### config.mk
export PLATFORM = sky130hd
export DESIGN_NAME = apb_cmd_master
export DESIGN_NICKNAME = d
export VERILOG_FILES = /design/src/rtl/apb_pkg.sv /design/src/rtl/apb_timeout_ctr.sv /design/src/rtl/apb_cmd_master.sv
export SDC_FILE = /design/constraint.sdc
export NUM_CORES = 1
export LEC_CHECK = 0
export BUFFER_PORTS_ARGS = -buffer_cell sky130_fd_sc_hd__buf_4
export CORE_ASPECT_RATIO = 0.6
export CORE_MARGIN = 5
export CORE_UTILIZATION = 44
export DETAILED_ROUTE_END_ITERATION = 8
export HOLD_SLACK_MARGIN = 0.08
export MAX_ROUTING_LAYER = met4
export PLACE_DENSITY_LB_ADDON = 0.05
export SKIP_LAST_GASP = 1
export SLEW_MARGIN = 20
export SYNTH_ARGS = -nofsm -noshare
export SYNTH_HDL_FRONTEND = slang
export SYNTH_SLANG_ARGS = --single-unit
### constraint.sdc
create_clock -name pclk -period 1.7 [get_ports pclk]
set_input_delay 0.17 -clock pclk [delete_from_list [all_inputs] [get_ports pclk]]
set_output_delay 0.17 -clock pclk [all_outputs]
set_load 0.01 [all_outputs]
### src/rtl/apb_pkg.sv
// Shared APB definitions: bus widths, command-master state encoding and payload structs.
package apb_pkg;

    localparam int unsigned APB_ADDR_W = 4;
    localparam int unsigned APB_DATA_W = 8;

    typedef enum logic [1:0] {
        IDLE   = 2'd0,
        SETUP  = 2'd1,
        ACCESS = 2'd2
    } apb_mst_state_e;

    typedef struct packed {
        logic [APB_ADDR_W-1:0] addr;
        logic                  write;
        logic [APB_DATA_W-1:0] wdata;
    } apb_cmd_t;

    typedef struct packed {
        logic [APB_DATA_W-1:0] rdata;
        logic                  err;
        logic                  timeout;
    } apb_rsp_t;

endpackage

### src/rtl/apb_timeout_ctr.sv
// 8-bit wait-state counter for the APB command master; built only with APB_MASTER_TIMEOUT_EN.
module apb_timeout_ctr (
    input  logic       pclk,
    input  logic       presetn,
    input  logic       clear,
    input  logic       increment,
    input  logic [7:0] limit,
    output logic       expired_c
);

    logic [7:0] count_q;

    always_ff @(posedge pclk or negedge presetn) begin
        if (!presetn) begin
            count_q <= 8'd0;
        end else if (clear) begin
            count_q <= 8'd0;
        end else if (increment) begin
            count_q <= count_q + 8'd1;
        end
    end

    // Flags the wait cycle whose increment makes the count reach the limit.
    assign expired_c = increment && ((count_q + 8'd1) == limit);

endmodule

### src/rtl/apb_cmd_master.sv
// Single-outstanding APB master turning local commands into APB transfers.
// Optional ACCESS-phase timeout enabled by defining APB_MASTER_TIMEOUT_EN.
module apb_cmd_master
    import apb_pkg::*;
#(
    parameter int unsigned ADDR_W         = APB_ADDR_W,
    parameter int unsigned DATA_W         = APB_DATA_W,
    parameter int unsigned TIMEOUT_CYCLES = 16
) (
    input  logic              pclk,
    input  logic              presetn,
    input  logic              req_valid,
    output logic              req_ready,
    input  logic [ADDR_W-1:0] req_addr,
    input  logic              req_write,
    input  logic [DATA_W-1:0] req_wdata,
    output logic              rsp_valid,
    output logic [DATA_W-1:0] rsp_rdata,
    output logic              rsp_err,
    output logic              rsp_timeout,
    output logic [ADDR_W-1:0] paddr,
    output logic              psel,
    output logic              penable,
    output logic              pwrite,
    output logic [DATA_W-1:0] pwdata,
    input  logic [DATA_W-1:0] prdata,
    input  logic              pready,
    input  logic              pslverr
);

    if ((TIMEOUT_CYCLES < 1) || (TIMEOUT_CYCLES > 255)) begin : g_bad_timeout
        $error("apb_cmd_master: TIMEOUT_CYCLES must be in 1..255");
    end

    apb_mst_state_e    state_q, state_d;
    logic              req_ready_d;
    logic              rsp_valid_d;
    logic [DATA_W-1:0] rsp_rdata_d;
    logic              rsp_err_d;
    logic              rsp_timeout_d;
    logic [ADDR_W-1:0] paddr_d;
    logic              psel_d;
    logic              penable_d;
    logic              pwrite_d;
    logic [DATA_W-1:0] pwdata_d;

`ifdef APB_MASTER_TIMEOUT_EN
    localparam logic [7:0] TIMEOUT_LIMIT = 8'(TIMEOUT_CYCLES);

    logic tmo_clear_c;
    logic tmo_inc_c;
    logic tmo_expired_c;

    apb_timeout_ctr u_timeout_ctr (
        .pclk      (pclk),
        .presetn   (presetn),
        .clear     (tmo_clear_c),
        .increment (tmo_inc_c),
        .limit     (TIMEOUT_LIMIT),
        .expired_c (tmo_expired_c)
    );
`endif

    // Next-state and next-output logic; every output is registered below.
    always_comb begin
        state_d       = state_q;
        req_ready_d   = req_ready;
        rsp_valid_d   = 1'b0;
        rsp_rdata_d   = rsp_rdata;
        rsp_err_d     = rsp_err;
        rsp_timeout_d = rsp_timeout;
        paddr_d       = paddr;
        psel_d        = psel;
        penable_d     = penable;
        pwrite_d      = pwrite;
        pwdata_d      = pwdata;
`ifdef APB_MASTER_TIMEOUT_EN
        tmo_clear_c   = 1'b0;
        tmo_inc_c     = 1'b0;
`endif
        case (state_q)
            IDLE: begin
                if (req_valid && req_ready) begin
                    paddr_d     = req_addr;
                    pwrite_d    = req_write;
                    if (req_write) begin
                        pwdata_d = req_wdata;
                    end
                    psel_d      = 1'b1;
                    penable_d   = 1'b0;
                    req_ready_d = 1'b0;
                    state_d     = SETUP;
                end
            end
            SETUP: begin
                penable_d = 1'b1;
                state_d   = ACCESS;
`ifdef APB_MASTER_TIMEOUT_EN
                tmo_clear_c = 1'b1;
`endif
            end
            ACCESS: begin
                if (pready) begin
                    rsp_rdata_d   = pwrite ? '0 : prdata;
                    rsp_err_d     = pslverr;
                    rsp_timeout_d = 1'b0;
                    rsp_valid_d   = 1'b1;
                    psel_d        = 1'b0;
                    penable_d     = 1'b0;
                    req_ready_d   = 1'b1;
                    state_d       = IDLE;
                end else begin
`ifdef APB_MASTER_TIMEOUT_EN
                    tmo_inc_c = 1'b1;
                    if (tmo_expired_c) begin
                        rsp_rdata_d   = '0;
                        rsp_err_d     = 1'b1;
                        rsp_timeout_d = 1'b1;
                        rsp_valid_d   = 1'b1;
                        psel_d        = 1'b0;
                        penable_d     = 1'b0;
                        req_ready_d   = 1'b1;
                        state_d       = IDLE;
                    end
`endif
                end
            end
            default: begin
                psel_d      = 1'b0;
                penable_d   = 1'b0;
                req_ready_d = 1'b1;
                state_d     = IDLE;
            end
        endcase
    end

    // Reset drops any in-flight transfer without a response.
    always_ff @(posedge pclk or negedge presetn) begin
        if (!presetn) begin
            state_q     <= IDLE;
            req_ready   <= 1'b1;
            rsp_valid   <= 1'b0;
            rsp_rdata   <= '0;
            rsp_err     <= 1'b0;
            rsp_timeout <= 1'b0;
            paddr       <= '0;
            psel        <= 1'b0;
            penable     <= 1'b0;
            pwrite      <= 1'b0;
            pwdata      <= '0;
        end else begin
            state_q     <= state_d;
            req_ready   <= req_ready_d;
            rsp_valid   <= rsp_valid_d;
            rsp_rdata   <= rsp_rdata_d;
            rsp_err     <= rsp_err_d;
            rsp_timeout <= rsp_timeout_d;
            paddr       <= paddr_d;
            psel        <= psel_d;
            penable     <= penable_d;
            pwrite      <= pwrite_d;
            pwdata      <= pwdata_d;
        end
    end

endmodule

# Yosys cells after proc, flatten, opt, wreduce, memory -nomap -nowiden

Cells that the tools add are included.

Bits in writable memories: 0
Output and inout bits: 27
Bits in registers: 28
Memory bits (read-only): 0
Latch bits: 0
Memories kept: 0

Bitwise logic cells: 1
Divide/modulo/power cells: 0
Multiplexer cells: 13
Shift operators: 0
$add $sub $neg: 0
Reduce and logical (&&, ||, !) cells: 7
Eq/ne operators: 4
$mul: 0
Magnitude comparators: 0

Operators with widths:

| kind                                          | count |
|---|---|
| one-hot mux 1 bit (3 select lines)            | 3 |
| two-way mux 8 bit                             | 1 |
| two-way mux 1 bit                             | 6 |
| one-hot mux 2 bit (3 select lines)            | 1 |
| AND reduction 2 bit                           | 3 |
| AND reduction 3 bit                           | 2 |
| two-way mux 2 bit                             | 2 |
| != test 2 bit, second input constant          | 2 |
| == test 2 x 1 -> 1 bit, second input constant | 1 |
| == test 2 bit, second input constant          | 1 |
| zero test 2 bit                               | 1 |
| logical AND 1 bit                             | 1 |
| NOT 1 bit                                     | 1 |

# Longest topological paths before layout

Depth in word-level cells: 3
Mapped depth: 4
Depth with buffers taken out: 3

# Worst setup path before layout

No wires, ideal clock.

Path type: reg-to-reg
From: reg req_ready
To: reg pwdata[0]
Stages on the path, launching flop included: 5
Library setup time: 0.125 ns
Path slack: 0.287 ns
Data arrival time: 1.288 ns
Cell sequence: dfstp_2 -> and4bb_1 -> buf_6 -> nand2_4 -> mux2_4

Longest elaborated chain between the ends: 2

Ends and longest elaborated chain:

| what                                 | RTL line              | text |
|---|---|---|
| start, declared                      | apb_cmd_master.sv:13  | `output logic req_ready,` |
| start signal, assigned               | apb_cmd_master.sv:153 | `req_ready <= req_ready_d;` |
| logical AND 1 bit                    | apb_cmd_master.sv:83  | `if (req_valid && req_ready) begin` |
| AND reduction 3 bit (no source line) | -                     |  |
| end signal, assigned                 | apb_cmd_master.sv:162 | `pwdata <= pwdata_d;` |
| end, declared                        | apb_cmd_master.sv:25  | `output logic [DATA_W-1:0] pwdata,` |

Every way passes these cells.
A chain may end at the register's enable or synchronous reset.

# Final worst setup path

From: reg req_ready
To: reg paddr[2]

Longest elaborated chain between the ends: 2

Ends and longest elaborated chain:

| what                                 | RTL line              | text |
|---|---|---|
| logical AND 1 bit                    | apb_cmd_master.sv:83  |  |
| AND reduction 2 bit (no source line) | -                     |  |
| end signal, assigned                 | apb_cmd_master.sv:158 | `paddr <= paddr_d;` |
| end, declared                        | apb_cmd_master.sv:21  | `output logic [ADDR_W-1:0] paddr,` |

Every way passes these cells.

==> run metrics <==
post-layout net count between 150 and 200; die width roughly 74 um; Crit Path Max Fanout 6; Crit path required time ~1.9 ns; most common cell in the synthesized netlist dfrtp_1; Area Growth Syn to Fin 43.9%; R2R Path Start req_ready; Iter 0 DRT Violations 40; final cell count without fillers about 170; outcome finished clean; Core Area about 0.0022 mm^2; Max VDD drop roughly 0.00062 V; cts bufs inserted 3; max cap viols 0; Via Count slightly below 800; final hold violation count 0; R2R depth 3; Synth top area share 0.607; CP Class reg -> reg; final WL 2350 um; mapped cell area between 0.001 and 0.0015 mm^2; root buffer cell clkbuf_8; critical path, cell by cell and4bb_1 -> buf_4 -> mux2_1; clk_lat worst skew between 0.2 and 0.3 ns; Startpoint Class register; async set-reset flop share out of synthesis 1.00; final period utilization 0.919; Area contributors post-synth dfrtp_1 (61%), mux2_4 (11%), nand2_1 (5.6%); footprint of the multi-input gates approximately 360 um^2; Synth area leader dfrtp_1; Cells after Synth 82; fmax 640 MHz; Boundary Pins 53; Syn Nets between 100 and 150; hold_sp req_addr[3]; WL per Instance 14.1 um; utilization after layout 0.687; CP bufs+invs 1; share of cells above drive strength 1 0.504; total power about 1100 uW; Hold/Removal Path Class in -> reg; Tot GR Track Use 0.151; Post-CTS Resized 0; max incr delay on CP about 0.56 ns; Synth Warn # 0; Max Clock Skew between 0.004 and 0.005 ns; final count of pins violating max slew 0; setup_tns 0 ns; setup violators final 0; number of routed nets with antenna violations 0; Sink Count 27; Reg area between 600 and 700 um^2; initial antenna violation count 0; total gr overflow 0; router iterations before antenna repair 3; CTS tree done; die height between 40 and 50 um; Port Buf Inserts 51; Synth Register Bits 27; antenna diode count 0; Post-synth top cells dfrtp_1 (26), nand2_1 (16), o21ai_0 (9); clk buf depth 2; Post-Syn Area per Cell approximately 13 um^2; CP endpoint kind register; PD cells a little under 700 mW/mm^2; vias per cell approximately 4.7; hold depth 2; Synth cell types 22; Synth Flop Type dfrtp_1; number of fill cells between 150 and 200; Post-DP HPWL 1800 um; Site Rows 13; Slowest cell on crit path dfstp_2; crit path DAT roughly 1.7 ns; pin count of the biggest net entering global routing 28; Starting Density 0.478; drt drc 0; sequential area share after synthesis 0.631; Clock H-tree levels 1; vias in the first global route between 700 and 800; Worst-path clk slew around 0.090 ns; WP depth 3; Leak 0.000851 uW; fin crit period between 1.5 and 2 ns; GP Congestion roughly 0.73; Post-synth EDFFs 0; Die ar. 0.00356 mm^2; RSZ-0062 raised after global routing false; CP startpoint req_ready; Inst Count DP approximately 160; first-pass GRT wire length around 3800 um; CP top delay family flip-flops
[per-stage QoR]
step / setup WS, ns / cell area, um^2 / hold WS (ns)
global placement: 0.185 / 1480 / 0.0974
CTS: 0.130 / 1540 / 0.104
global route: 0.0806 / 1540 / 0.101
detailed placement: 0.142 / 1480 / 0.101
floorplan: 0.287 / 1070 / -0.126
finish: 0.139 / 1540 / 0.110
[worst register-to-register path: cells and delay by family (launching register included)]
kind / cells / cell delay, ns
buffers and inverters: 1 / 0.20
DFF: 1 / 0.56
muxes: 1 / 0.32
and+or+nand+nor: 1 / 0.38
[layer usage]
metal / routed length [um] / global-route usage / vias up
li1: - / - / 381
met1: 1080 / 0.204 / 368
met2: 1010 / 0.218 / 32
met3: 254 / 0.0617 / 0
met4: 0 / 0.0217 / 0
met5: 0 / - / -
[registers in the layout (all words and copies together), names as in the netlist]
| register | cells |
|---|---|
| paddr | 4 |
| psel | 1 |
| rsp_valid | 1 |
| state_q | 2 |
| rsp_rdata | 8 |
| rsp_err | 1 |
| pwdata | 8 |
| pwrite | 1 |
| req_ready | 1 |
[repair_timing]
item / CTS / global route
hold endpoints to repair: 26 / 0
hold buffers: 1 / 0
buffers inserted: 0 / 0
[layout by cell type, fill, tap and decap left out, types with 2 or more instances in the layout]
cell type / instances
dfrtp_1: 26
mux2_2: 2
mux2_1: 4
nand2_1: 16
nor2_1: 2
clkbuf_8: 3
buf_4: 53
mux2_4: 8
o21ai_0: 9
[worst paths after layout]
check                                     to  slack [ns]
min in group asynchronous       rsp_rdata[6]        0.34
max in group asynchronous          req_ready        1.07
worst min-delay path                paddr[3]        0.11
worst max register to register      paddr[2]        0.14
worst max-delay path                paddr[2]        0.14
worst min register to register  rsp_rdata[2]        0.49
[cell type report]
| cell class | count | share of cell area |
|---|---|---|
| sequential | 27 | 0.439 |
| clock buffer | 3 | 0.0268 |
| inverter | 2 | 0.00487 |
| clock inverter | 1 | 0.00487 |
| multi-input combinational | 50 | 0.236 |
| timing repair buffer | 54 | 0.264 |
| tap | 30 | 0.0243 |
[report_power, final]
part	leakage, uW	internal [uW]	switching, uW	total [uW]
Clock	0.0000217	166	199	365
Sequential	0.000369	642	0	642
Combinational	0.000461	38.8	23.4	62.3
[cells by family (layout without fill, tap and decap cells)]
logic type      Yosys count  count (layout)  share of synthesized area
compound gates           12              12                     0.0583
flops                    27              27                      0.631
simple gates             23              23                      0.103
other cells               1               1                    0.00350
mux                      14              14                      0.175
buf+inv                   5              60                     0.0292
Power figures use the tool's default switching activity.
